### src/rtl/move_sequencer_if.sv
// rtl/move_sequencer_if.sv - segment write channel from the message parser into the move sequencer
interface move_sequencer_if #(
  parameter int DUR_W = 64,
  parameter int INC_W = 64
);
  logic                    wr_valid;
  logic                    wr_ready;
  logic                    wr_dir;
  logic [DUR_W-1:0]        wr_duration;
  logic signed [INC_W-1:0] wr_increment;
  logic signed [INC_W-1:0] wr_incrementincrement;

  modport master (
    output wr_valid, wr_dir, wr_duration, wr_increment, wr_incrementincrement,
    input  wr_ready
  );

  modport slave (
    input  wr_valid, wr_dir, wr_duration, wr_increment, wr_incrementincrement,
    output wr_ready
  );
endinterface

### src/rtl/move_sequencer.sv
// rtl/move_sequencer.sv - ring-buffered move segment queue issuing to the DDA executor with start/done/abort
module move_sequencer #(
  parameter int MOVE_BUFFER_BITS = 2,
  parameter int DUR_W = 64,
  parameter int INC_W = 64
) (
  input  logic                        clk,
  input  logic                        resetn,
  move_sequencer_if.slave             wr,
  input  logic                        abort,
  output logic                        mv_start,
  output logic                        mv_dir,
  output logic [DUR_W-1:0]            mv_duration,
  output logic signed [INC_W-1:0]     mv_increment,
  output logic signed [INC_W-1:0]     mv_incrementincrement,
  output logic                        mv_abort,
  input  logic                        mv_done,
  output logic [MOVE_BUFFER_BITS:0]   level,
  output logic                        busy,
  output logic [31:0]                 moves_completed
);
  localparam int DEPTH = 1 << MOVE_BUFFER_BITS;
  localparam logic [MOVE_BUFFER_BITS:0] FULL_LEVEL = (MOVE_BUFFER_BITS + 1)'(DEPTH);

  typedef enum logic [1:0] {IDLE, RUN, ABORT} state_t;

  state_t                      state;
  logic [MOVE_BUFFER_BITS:0]   wptr;
  logic [MOVE_BUFFER_BITS:0]   rptr;
  logic [MOVE_BUFFER_BITS-1:0] widx;
  logic [MOVE_BUFFER_BITS-1:0] ridx;

  logic                    mem_dir      [DEPTH];
  logic [DUR_W-1:0]        mem_duration [DEPTH];
  logic signed [INC_W-1:0] mem_inc      [DEPTH];
  logic signed [INC_W-1:0] mem_incinc   [DEPTH];

  logic full;
  logic accept;
  logic push;
  logic pop;
  logic flush;
  logic done_ok;

  assign widx  = wptr[MOVE_BUFFER_BITS-1:0];
  assign ridx  = rptr[MOVE_BUFFER_BITS-1:0];
  assign level = wptr - rptr;
  assign full  = (level == FULL_LEVEL);
  assign busy  = (state != IDLE);

  assign wr.wr_ready = resetn & ~full & ~abort & (state != ABORT);
  assign accept      = wr.wr_valid & wr.wr_ready;
  // Zero-length segments complete the handshake but never occupy a slot.
  assign push        = accept & (wr.wr_duration != '0);

  // A done coinciding with our own start pulse cannot belong to the new move.
  assign done_ok = mv_done & ~mv_start;
  assign flush   = abort & (state != ABORT);
  assign pop     = ~abort & (level != '0) &
                   ((state == IDLE) | ((state == RUN) & done_ok));

  always_ff @(posedge clk) begin
    if (push) begin
      mem_dir[widx]      <= wr.wr_dir;
      mem_duration[widx] <= wr.wr_duration;
      mem_inc[widx]      <= wr.wr_increment;
      mem_incinc[widx]   <= wr.wr_incrementincrement;
    end
  end

  always_ff @(posedge clk or negedge resetn) begin
    if (!resetn) begin
      state                 <= IDLE;
      wptr                  <= '0;
      rptr                  <= '0;
      mv_start              <= 1'b0;
      mv_abort              <= 1'b0;
      mv_dir                <= 1'b0;
      mv_duration           <= '0;
      mv_increment          <= '0;
      mv_incrementincrement <= '0;
      moves_completed       <= '0;
    end else begin
      mv_start <= pop;

      if (push) begin
        wptr <= wptr + 1'b1;
      end
      // push and flush are exclusive because abort forces wr_ready low
      if (flush) begin
        rptr <= wptr;
      end else if (pop) begin
        rptr <= rptr + 1'b1;
      end

      if (pop) begin
        mv_dir                <= mem_dir[ridx];
        mv_duration           <= mem_duration[ridx];
        mv_increment          <= mem_inc[ridx];
        mv_incrementincrement <= mem_incinc[ridx];
      end

      case (state)
        IDLE: begin
          if (pop) begin
            state <= RUN;
          end
        end
        RUN: begin
          if (done_ok) begin
            moves_completed <= moves_completed + 32'd1;
            if (!pop) begin
              state <= IDLE;
            end
          end else if (abort) begin
            mv_abort <= 1'b1;
            state    <= ABORT;
          end
        end
        ABORT: begin
          if (mv_done) begin
            mv_abort <= 1'b0;
            state    <= IDLE;
          end
        end
        default: begin
          state <= IDLE;
        end
      endcase
    end
  end
endmodule

### src/flat_wrapper.sv
// flat-port wrapper written by rule: the top's interface ports become plain ports
module move_sequencer_flat 
#(
  parameter int MOVE_BUFFER_BITS = 2,
  parameter int DUR_W = 64,
  parameter int INC_W = 64
)
  (clk, resetn, abort, mv_start, mv_dir, mv_duration, mv_increment, mv_incrementincrement, mv_abort, mv_done, level, busy, moves_completed, wr_wr_valid, wr_wr_dir, wr_wr_duration, wr_wr_increment, wr_wr_incrementincrement, wr_wr_ready);
  move_sequencer_if #(.DUR_W(DUR_W), .INC_W(INC_W)) wr_i ();
  input  logic clk;
  input  logic resetn;
  input  logic abort;
  output logic mv_start;
  output logic mv_dir;
  output logic [DUR_W-1:0] mv_duration;
  output logic signed [INC_W-1:0] mv_increment;
  output logic signed [INC_W-1:0] mv_incrementincrement;
  output logic mv_abort;
  input  logic mv_done;
  output logic [MOVE_BUFFER_BITS:0] level;
  output logic busy;
  output logic [31:0] moves_completed;
  input wire logic [$bits(wr_i.wr_valid)-1:0] wr_wr_valid;
  input wire logic [$bits(wr_i.wr_dir)-1:0] wr_wr_dir;
  input wire logic [$bits(wr_i.wr_duration)-1:0] wr_wr_duration;
  input wire logic [$bits(wr_i.wr_increment)-1:0] wr_wr_increment;
  input wire logic [$bits(wr_i.wr_incrementincrement)-1:0] wr_wr_incrementincrement;
  output wire logic [$bits(wr_i.wr_ready)-1:0] wr_wr_ready;
  assign wr_i.wr_valid = wr_wr_valid;
  assign wr_i.wr_dir = wr_wr_dir;
  assign wr_i.wr_duration = wr_wr_duration;
  assign wr_i.wr_increment = wr_wr_increment;
  assign wr_i.wr_incrementincrement = wr_wr_incrementincrement;
  assign wr_wr_ready = wr_i.wr_ready;
  move_sequencer #(.MOVE_BUFFER_BITS(MOVE_BUFFER_BITS), .DUR_W(DUR_W), .INC_W(INC_W)) u_core (.clk(clk), .resetn(resetn), .wr(wr_i), .abort(abort), .mv_start(mv_start), .mv_dir(mv_dir), .mv_duration(mv_duration), .mv_increment(mv_increment), .mv_incrementincrement(mv_incrementincrement), .mv_abort(mv_abort), .mv_done(mv_done), .level(level), .busy(busy), .moves_completed(moves_completed));
endmodule
### config.mk
export PLATFORM = sky130hd
export DESIGN_NAME = move_sequencer_flat
export DESIGN_NICKNAME = d
export VERILOG_FILES = /design/src/rtl/move_sequencer_if.sv /design/src/rtl/move_sequencer.sv /design/src/flat_wrapper.sv
export SDC_FILE = /design/constraint.sdc
export NUM_CORES = 1
export LEC_CHECK = 0
export ABC_AREA = 1
export ABC_CLOCK_PERIOD_IN_PS = 12800
export BUFFER_PORTS_ARGS = -buffer_cell sky130_fd_sc_hd__buf_2
export CORE_ASPECT_RATIO = 0.9
export CORE_MARGIN = 5
export CORE_UTILIZATION = 40
export DETAILED_ROUTE_END_ITERATION = 10
export PLACE_DENSITY = 0.69
export SYNTH_ARGS = -nofsm -noshare
export SYNTH_HDL_FRONTEND = slang
export SYNTH_SLANG_ARGS = --single-unit
### constraint.sdc
create_clock -name clk -period 12.8 [get_ports clk]
set_clock_uncertainty 0.15 [all_clocks]
set_input_delay 2.56 -clock clk [delete_from_list [all_inputs] [get_ports clk]]
set_output_delay 2.56 -clock clk [all_outputs]
set_load 0.01 [all_outputs]
# Yosys cells after proc, flatten, opt, wreduce, memory -nomap -nowiden
# Memories as Yosys holds them, arrays and structs flattened. A register that Yosys moved wholly into a read port is not among the register bits.
# Cells that the tools add are included.
# totals
regBits	42
ramBits	772
in_bits	198
output_inout_bits	232
wordCells	65
n_memories	4
# mem_list
memory	depth	width	rd	rd_ports_with_merged_regs	wr	line_no	text
u_core.mem_duration	4	64	1	1	1	move_sequencer.sv:34	logic [DUR_W-1:0] mem_duration [DEPTH];
u_core.mem_inc	4	64	1	1	1	move_sequencer.sv:35	logic signed [INC_W-1:0] mem_inc [DEPTH];
u_core.mem_incinc	4	64	1	1	1	move_sequencer.sv:36	logic signed [INC_W-1:0] mem_incinc [DEPTH];
u_core.mem_dir	4	1	1	1	1	move_sequencer.sv:33	logic mem_dir [DEPTH];
# classes
add_sub_neg	4
eq_ne	10
mux	14
bitwise_logic	14
n_reduce_logical	13
# op_table
operator	n
$reduce_bool A64 Y1	1
$add A32 B1 Y32 const B	1
$and A1 B1 Y1	10
$mux W2	5
$ne A2 B2 Y1 const B	4
$reduce_and A4 Y1	2
$add A3 B1 Y3 const B	2
$mux W3	2
$pmux W2 S3	1
$reduce_bool A2 Y1	3
$mux W1	5
$logic_not A1 Y1	4
$eq A3 B3 Y1 const B	1
$ne A3 B2 Y1 const B	1
$ne A3 B3 Y1 const B	1
$not A1 Y1	3
$reduce_bool A3 Y1	1
$sub A3 B3 Y3	1
$eq A2 B1 Y1 const B	1
$eq A2 B2 Y1 const B	1
$logic_not A2 Y1	1
$ne A2 B1 Y1 const B	1
$pmux W1 S2	1
$reduce_and A2 Y1	1
$or A1 B1 Y1	1

# Depth between registers and ports, before layout
# Gate-level depths: netlist of run 1.
# depth
ltp_word	10
mapped_depth	14
ltp_nobuf	12

# Least setup slack after synthesis of run 1
# OpenSTA, ideal clock, no wires.
# synth_path
path_kind	input-to-reg
startpoint	input port abort
endpoint	memory u_core.mem_dir[0] (enable)
setup_time_ns	0.750
t_arrival_ns	11.244
required_time_ns	11.900
path_slack_ns	0.656
path_stages	7
n_path_buf	0
path_cell_list	inv_1 -> nand2_1 -> nor2_1 -> nand2_1 -> nor2_1 -> nand2_1 -> nor2_1
# synth_between
elab_chain_len	7
# synth_lines
item	line_no	text
from (decl)	flat_wrapper.sv:12	input logic abort;
$not A1 Y1	move_sequencer.sv:51	assign wr.wr_ready = resetn & ~full & ~abort & (state != ABORT);
$and A1 B1 Y1 (2 in a row)	move_sequencer.sv:51	
$and A1 B1 Y1	move_sequencer.sv:52	assign accept = wr.wr_valid & wr.wr_ready;
$and A1 B1 Y1	move_sequencer.sv:54	assign push = accept & (wr.wr_duration != '0);
$mux W1	move_sequencer.sv:63	if (push) begin
$mux W1 (not written as such)	move_sequencer.sv:64	mem_dir[widx] <= wr.wr_dir;
to (decl)	move_sequencer.sv:33	
# No other way between the ends.

# Final worst setup path of run 1
# layout_path
startpoint	input port resetn
endpoint	memory u_core.mem_inc[0][9] (enable)
# layout_between
elab_chain_len	7
# layout_lines
item	line_no	text
from (decl)	flat_wrapper.sv:11	input logic resetn;
$and A1 B1 Y1 (3 in a row)	move_sequencer.sv:51	
$and A1 B1 Y1	move_sequencer.sv:52	
$and A1 B1 Y1	move_sequencer.sv:54	
$mux W1	move_sequencer.sv:63	
$mux W1 (not written as such)	move_sequencer.sv:66	mem_inc[widx] <= wr.wr_increment;
to (decl)	move_sequencer.sv:35	
# No other way between the ends.

==> out/results.ini, run 1 <==
[status]
status=complete, but fails checks
violations=antenna rules

[cts]
htreeDepth=3
cts_setup_buffers=0
cts_num_sinks=1007
cts_tree=built
cts.clk_slew.worst_paths_ps=60
clockRootBuffer=clkbuf_16
numCtsBuffers=100
clock_latency_ps=670
post_cts.resized_instances=0
hold_buffers=0
clockBufferDepth=3

[logic_synthesis]
synthCells=3120
synthTopCellsByArea=edfxtp_1 (60%), dfrtp_1 (15%), nand2_1 (7.2%)
synth_area_um2=38700
synth_edf_count=772
ys_warn_count=0
synthFlopType=edfxtp_1
synth_cell_type_count=28
async_flop_share_pct=23.3
yosys.area.top_type=edfxtp_1
syn_area_per_cell_um2=12.4
ys_seq_area_share_pct=75.1
synth_top_area_share_pct=59.9
ys_seq_elements=1007
synth_nets=3326

[sta]
post-route-min-period_ps=6320
tns_ps=0
rsz0062_at_grt=false
maxSlewViolCount=0
tightest_slew_ps=1050
post-route-period-util_pct=49.3
clock.fmax_mhz=158
slew-limit-headroom_pct=30.1
setup_viol=0
hold_violations=0

[grt]
grt_pass1_vias=24500
antenna_found_initial=39
grt_pass1_wl_um=142000
grt.total_usage_pct=17.7
overflow=0
grt_max_degree=223

[detailed_routing]
routedWlPerCell_um=18.9
drcViolationCount=0
num_vias=24900
drtPass1Iterations=6
vias_per_cell=5.09
antenna_left=1
wirelength_um=92400
first_iter_violations=1840

[floorplan]
placementRows=108
die_w_um=338
die-area_um2=103000
core_area_um2=96200
initial_utilization_pct=40.2
die_h_um=305
io_pins=430

[finish]
layout_commonest_cell=edfxtp_1
postLayoutCellArea_um2=45300
layout.nets=3714
layout-drive-gt1-share_pct=17.5
area_growth_pct=17.1
most-common-layout-cells=edfxtp_1 (772), nand2_1 (745), nor2_1 (673), buf_2 (428), dfrtp_1 (233)

[run]
max_cap_viol_count=0

[power_and_ir_drop]
p_leak_nw=17.5
powerDensity_nw_per_um2=225
peakVddDrop_uv=141

[place]
dp.final_hpwl_um=54500
port_buffers=429
gp_congestion=0.845
place_area_um2=41900

[worst_setup_path]
startpoint_type=input port
cp_data_arrival_time_ps=6460
cp_max_fo=83
required_ps=12940
crit_path_end_kind=flip-flop
critical_path_class=input port to flip-flop

[min_path]
min_path_type=flip-flop to flip-flop

-- worst max-delay path, stage by stage --
cell and delay, ps:
buf_8 440, nand2_1 110, nor2_1 120, nand2_1 80, nor2_1 440, nand2_1 430
nor2_4 700, buf_4 800, buf_4 580
-- report_power, final --
group	internal (mW)	switching [mW]	total [mW]	leakage (nW)
registers	4.03	0.315	4.35	9.91
clock network	1.74	1.22	2.96	1.64
logic	0.920	1.97	2.89	5.99
total	6.69	3.51	10.2	17.5
-- path summary, 6_finish.rpt --
kind | from | to | slack (ps) | cells past startpoint
min in group asynchronous | resetn | u_core.mv_incrementincrement[33] | 1720 | 1
worst max-delay path | resetn | u_core.mem_inc[0][9] | 6480 | 9
worst min register to register | u_core.mv_increment[56] | u_core.mv_increment[56] | 320 | 2
max in group asynchronous | resetn | u_core.mv_increment[0] | 9370 | 2
worst max register to register | u_core.rptr[1] | u_core.mem_inc[0][9] | 7300 | 10
worst min-delay path | u_core.mv_increment[56] | u_core.mv_increment[56] | 320 | 2
-- synthesized netlist by cell type, drive strengths merged (11+ instances only) --
cell and count:
o21ai 204, xor2 11, o32ai 193, nand2 747, dfrtp 235, inv 47, nand3 24, nor2 680
buf 84, edfxtp 772, clkbuf 88
-- cells by family (layout without fill, tap and decap cells) --
family                     after synthesis  count (layout)  share of synthesized area, %
AOI/OAI and AO/OA                      398             398                          7.02
xor gates and xnor gates                18              18                         0.407
adders and majority gates                8               8                         0.278
buffers and inverters                  220             696                          2.72
DFF                                   1007            1007                          75.1
other                                    0              29                             0
and+or+nand+nor                       1469            1469                          14.5
-- final cells by class --
cell class	instances	area, um2
Antenna cell	29	72.6
Inverter	48	193
Fill cell	8522	50900
Clock buffer	137	2800
Clock inverter	53	571
Timing Repair Buffer	458	2410
Multi-Input combinational cell	1893	8630
Sequential cell	1007	29100
Tap cell	1265	1580
-- registers in the layout, indices dropped and copies added (netlist names), 4 cells and up --
register and cells:
u_core.mv_increment 64, u_core.mem_duration 256, u_core.moves_completed 32, u_core.mem_inc 256
u_core.mem_dir 4, u_core.mem_incinc 256, u_core.mv_incrementincrement 64, u_core.mv_duration 64
-- layer usage --
layer	track usage, %	vias to the layer above	share of wire (%)
met2	28.8	685	48
met4	4.88	28	2.4
li1	-	11700	-
met1	23.0	12300	42
met5	0	-	0.19
met3	5.45	170	7.7
-- through the flow --
| stage | setup WS (ps) | hold WS [ps] | std cells | util (%) | total power [mW] |
|---|---|---|---|---|---|
| 6_report | 6480 | 322 | 4890 | 47.1 | 10.2 |
| 5_1_grt | 6180 | 340 | 4872 | 47.1 | 10.8 |
| 4_1_cts | 6450 | 327 | 4861 | 47.0 | 10.3 |
| 3_5_place_dp | 5720 | 310 | 4671 | 43.5 | 7.33 |
| 3_3_place_gp | 5700 | 307 | 4671 | 43.5 | 7.27 |
| 2_1_floorplan | 656 | 342 | 3120 | - | 6.34 |
(Power assumes the default switching activity.)
==> run 2, diff against run 1 <==
--- a/config.mk
+++ b/config.mk
@@ -5,14 +5,14 @@
 export SDC_FILE = /design/constraint.sdc
 export NUM_CORES = 1
 export LEC_CHECK = 0
-export ABC_AREA = 1
-export ABC_CLOCK_PERIOD_IN_PS = 12800
+export ABC_AREA = 0
+export ABC_CLOCK_PERIOD_IN_PS = 5800
 export BUFFER_PORTS_ARGS = -buffer_cell sky130_fd_sc_hd__buf_2
 export CORE_ASPECT_RATIO = 0.9
 export CORE_MARGIN = 5
 export CORE_UTILIZATION = 40
 export DETAILED_ROUTE_END_ITERATION = 10
-export PLACE_DENSITY = 0.69
+export PLACE_DENSITY = 0.71
 export SYNTH_ARGS = -nofsm -noshare
 export SYNTH_HDL_FRONTEND = slang
 export SYNTH_SLANG_ARGS = --single-unit
==> constraint.sdc (replaced) <==
create_clock -name clk -period 5.8 [get_ports clk]
set_clock_uncertainty 0.15 [all_clocks]
set_input_delay 1.16 -clock clk [delete_from_list [all_inputs] [get_ports clk]]
set_output_delay 1.16 -clock clk [all_outputs]
set_load 0.01 [all_outputs]
==> out/results.ini, run 2 <==
[detailed_routing]
wirelength_um=81100  ; was 92400 um
vias_per_cell=5.15  ; was 5.09
antenna_left=0  ; was 1
drcViolationCount=0  ; unchanged
routedWlPerCell_um=23.4  ; was 18.9 um
top_layer_used=met5  ; unchanged
wl_met2_um=38600  ; was 44100 um
wl_met3_um=6790  ; was 7140 um
wl_met1_um=33800  ; was 38700 um
drtPass1Iterations=4  ; was 6
first_iter_violations=1412  ; was 1840
num_vias=17800  ; was 24900

[logic_synthesis]
synth_cell_type_count=40  ; was 28
synthFlopType=edfxtp_1  ; unchanged
synth_top_area_share_pct=61.6  ; was 59.9%
async_flop_share_pct=23.3  ; unchanged
synth_nets=1830  ; was 3326
syn_area_per_cell_um2=23.2  ; was 12.4 um2
synthCells=1624  ; was 3120
synthTopCellsByCount=edfxtp_1 (772), dfrtp_1 (235), mux4_2 (193), mux2_4 (127), mux2_2 (68)  ; was edfxtp_1 (772), nand2_1 (745), nor2_1 (677), dfrtp_1 (235), o21ai_0 (203)
synth_edf_count=772  ; unchanged
ys_warn_count=0  ; unchanged
yosysMostFrequentCell=edfxtp_1  ; unchanged
ys_seq_elements=1007  ; unchanged
yosys.area.top_type=edfxtp_1  ; unchanged
synthTopCellsByArea=edfxtp_1 (62%), dfrtp_1 (16%), mux4_2 (12%)  ; was edfxtp_1 (60%), dfrtp_1 (15%), nand2_1 (7.2%)
ys_seq_area_share_pct=77.3  ; was 75.1%
synth_area_um2=37600  ; was 38700 um2

[cts]
clockBufferDepth=3  ; unchanged
hold_buffers=0  ; unchanged
clockRootBuffer=clkbuf_16  ; unchanged
cts.clk_slew.worst_paths_ps=60  ; about the same
post_cts.resized_instances=0  ; unchanged
cts_num_sinks=1007  ; unchanged
numCtsBuffers=99  ; was 100
htreeDepth=3  ; unchanged
clock_latency_ps=660  ; was 670 ps
cts_setup_buffers=0  ; unchanged
cts_tree=built  ; unchanged

[grt]
overflow=0  ; unchanged
grt_pass1_vias=18900  ; was 24500
grt_max_degree=110  ; was 223
grt.total_usage_pct=16.0  ; was 17.7%
grt_pass1_wl_um=122000  ; was 142000 um
antenna_found_initial=22  ; was 39

[floorplan]
io_pins=430  ; unchanged
core_area_um2=93100  ; was 96200 um2
initial_utilization_pct=40.4  ; was 40.2%
die-area_um2=100000  ; was 103000 um2
die_w_um=333  ; was 338 um
die_h_um=301  ; was 305 um
placementRows=106  ; was 108

[sta]
clock.fmax_mhz=233
maxSlewViolCount=0  ; unchanged
tns_ps=0  ; unchanged
rsz0062_at_grt=false  ; unchanged
hold_violations=0  ; unchanged
post-route-min-period_ps=4290
tightest_slew_ps=1290  ; was 1050 ps
setup_viol=0  ; unchanged
slew-limit-headroom_pct=13.1  ; was 30.1%
post-route-period-util_pct=74.0

[power_and_ir_drop]
power_mw=22.7  ; was 10.2 mW
seqPwrFrac_pct=42.6  ; about the same
p_leak_nw=16.3  ; was 17.5 nW
clockPowerShare_pct=28.5  ; was 29.0%
powerDensity_nw_per_um2=507  ; was 225 nW/um2
p_switching_mw=6.43  ; was 3.51 mW
p_sw_share_pct=28.3  ; was 34.4%
p_comb_share_pct=28.9  ; was 28.3%
p_int_mw=16.3  ; was 6.69 mW
peakVddDrop_uv=496  ; was 141 uV

[run]
max_cap_viol_count=0  ; unchanged

[finish]
reg_top3=u_core.mem_duration: 256 flops, u_core.mem_inc: 256 flops, u_core.mem_incinc: 256 flops  ; unchanged
layout-drive-gt1-share_pct=46.3  ; was 17.5%
fin_util_pct=48.1  ; was 47.1%
layout_commonest_cell=edfxtp_1  ; unchanged
layout.nets=2322  ; was 3714
area_growth_pct=19.0  ; was 17.1%
stdcell_count=3458  ; was 4890
most-common-layout-cells=edfxtp_1 (772), buf_2 (428), dfrtp_1 (233), mux4_2 (193), mux2_4 (127)  ; was edfxtp_1 (772), nand2_1 (745), nor2_1 (673), buf_2 (428), dfrtp_1 (233)

[worst_setup_path]
worstRegToRegCells=7  ; was 10
path_cells=buf_2, nor4_1, nand4_1, nor4_1, buf_4, nor2_2, and2_4, buf_12  ; was buf_8, nand2_1, nor2_1, nand2_1, nor2_1, nand2_1, nor2_4, buf_4, buf_4
required_ps=6000  ; was 12940 ps
critPathBufInv=3  ; unchanged
crit_start=wr_wr_duration[46]  ; was resetn
slowest_delay_ps=900  ; was 800 ps
reg2reg_to=u_core.mem_inc[1][55]  ; was u_core.mem_inc[0][9]
critical_path_class=input port to flip-flop  ; unchanged
cp_slowest_cell=nor4_1  ; was buf_4
r2r_setup_slack_ps=1700  ; was 7300 ps
cpMostUsedCell=nor4_1  ; was nand2_1
startpoint_type=input port  ; unchanged
cp_data_arrival_time_ps=4490  ; was 6460 ps
crit_path_end_kind=flip-flop  ; unchanged
r2r_start=u_core.rptr[1]  ; unchanged
cp_max_fo=59  ; was 83
crit_family=simple AND/OR/NAND/NOR gates  ; unchanged

[place]
placed_cells=3257  ; was 4671
gp_congestion=0.781  ; was 0.845
dp.final_hpwl_um=50000  ; was 54500 um
port_buffers=429  ; unchanged

[min_path]
min_path_type=input port to async pin  ; was flip-flop to flip-flop

[status]
status=finished clean  ; was complete, but fails checks

## run 2: power groups by stage
stage / Clock [mW] / Sequential, mW / Combinational (mW)
final: 6.47 / 9.66 / 6.56
after floorplan: 0 / 9.94 / 4.44
after detailed placement: 0 / 9.80 / 6.68
after global routing: 6.95 / 9.79 / 7.03
after CTS: 6.63 / 9.68 / 6.71
after global placement: 0 / 9.74 / 6.58
## run 2: worst max path at each step
stage,depth (start not counted),slack (ps),endpoint
after global placement,8,740,u_core.mem_inc[1][49]
after CTS,8,1340,u_core.mem_inc[1][48]
final,8,1510,u_core.mem_inc[1][55]
after detailed placement,8,640,u_core.mem_inc[1][49]
after floorplan,7,-1470,u_core.mem_dir[3]
after global routing,8,1390,u_core.mem_inc[1][55]
## run 2: metrics by stage
| stage | hold slack (ps) | setup slack (ps) | cell area [um2] |
|---|---|---|---|
| after floorplan | 315 | -1470 | 37700 |
| after global placement | 307 | 743 | 41400 |
| after detailed placement | 315 | 641 | 41400 |
| after CTS | 182 | 1340 | 44700 |
| after global routing | 200 | 1390 | 44700 |
| final | 225 | 1510 | 44700 |
## run 2: per-layer routing
layer  vias up  track usage (%)
li1       7650                -
met1      9354             21.9
met2       642             25.0
met3       139             4.85
met4        16             4.53
met5         -                0
## run 2: cells by family after synthesis
logic type,share of synthesized area (%)
AO/OA/AOI/OAI,0.140
adder cells (fa/ha/maj),0.286
XOR/XNOR,0.882
AND/OR/NAND/NOR,1.56
multiplexers,18.7
buffers and inverters,1.16
flip-flops,77.3
## run 2: final cells by class
cell class / count / area (um2)
Antenna cell: 15 / 37.5
Clock buffer: 139 / 2790
Clock inverter: 47 / 543
Fill cell: 7588 / 48400
Inverter: 7 / 26.3
Multi-Input combinational cell: 541 / 8180
Sequential cell: 1007 / 29100
Tap cell: 1242 / 1550
Timing Repair Buffer: 460 / 2540
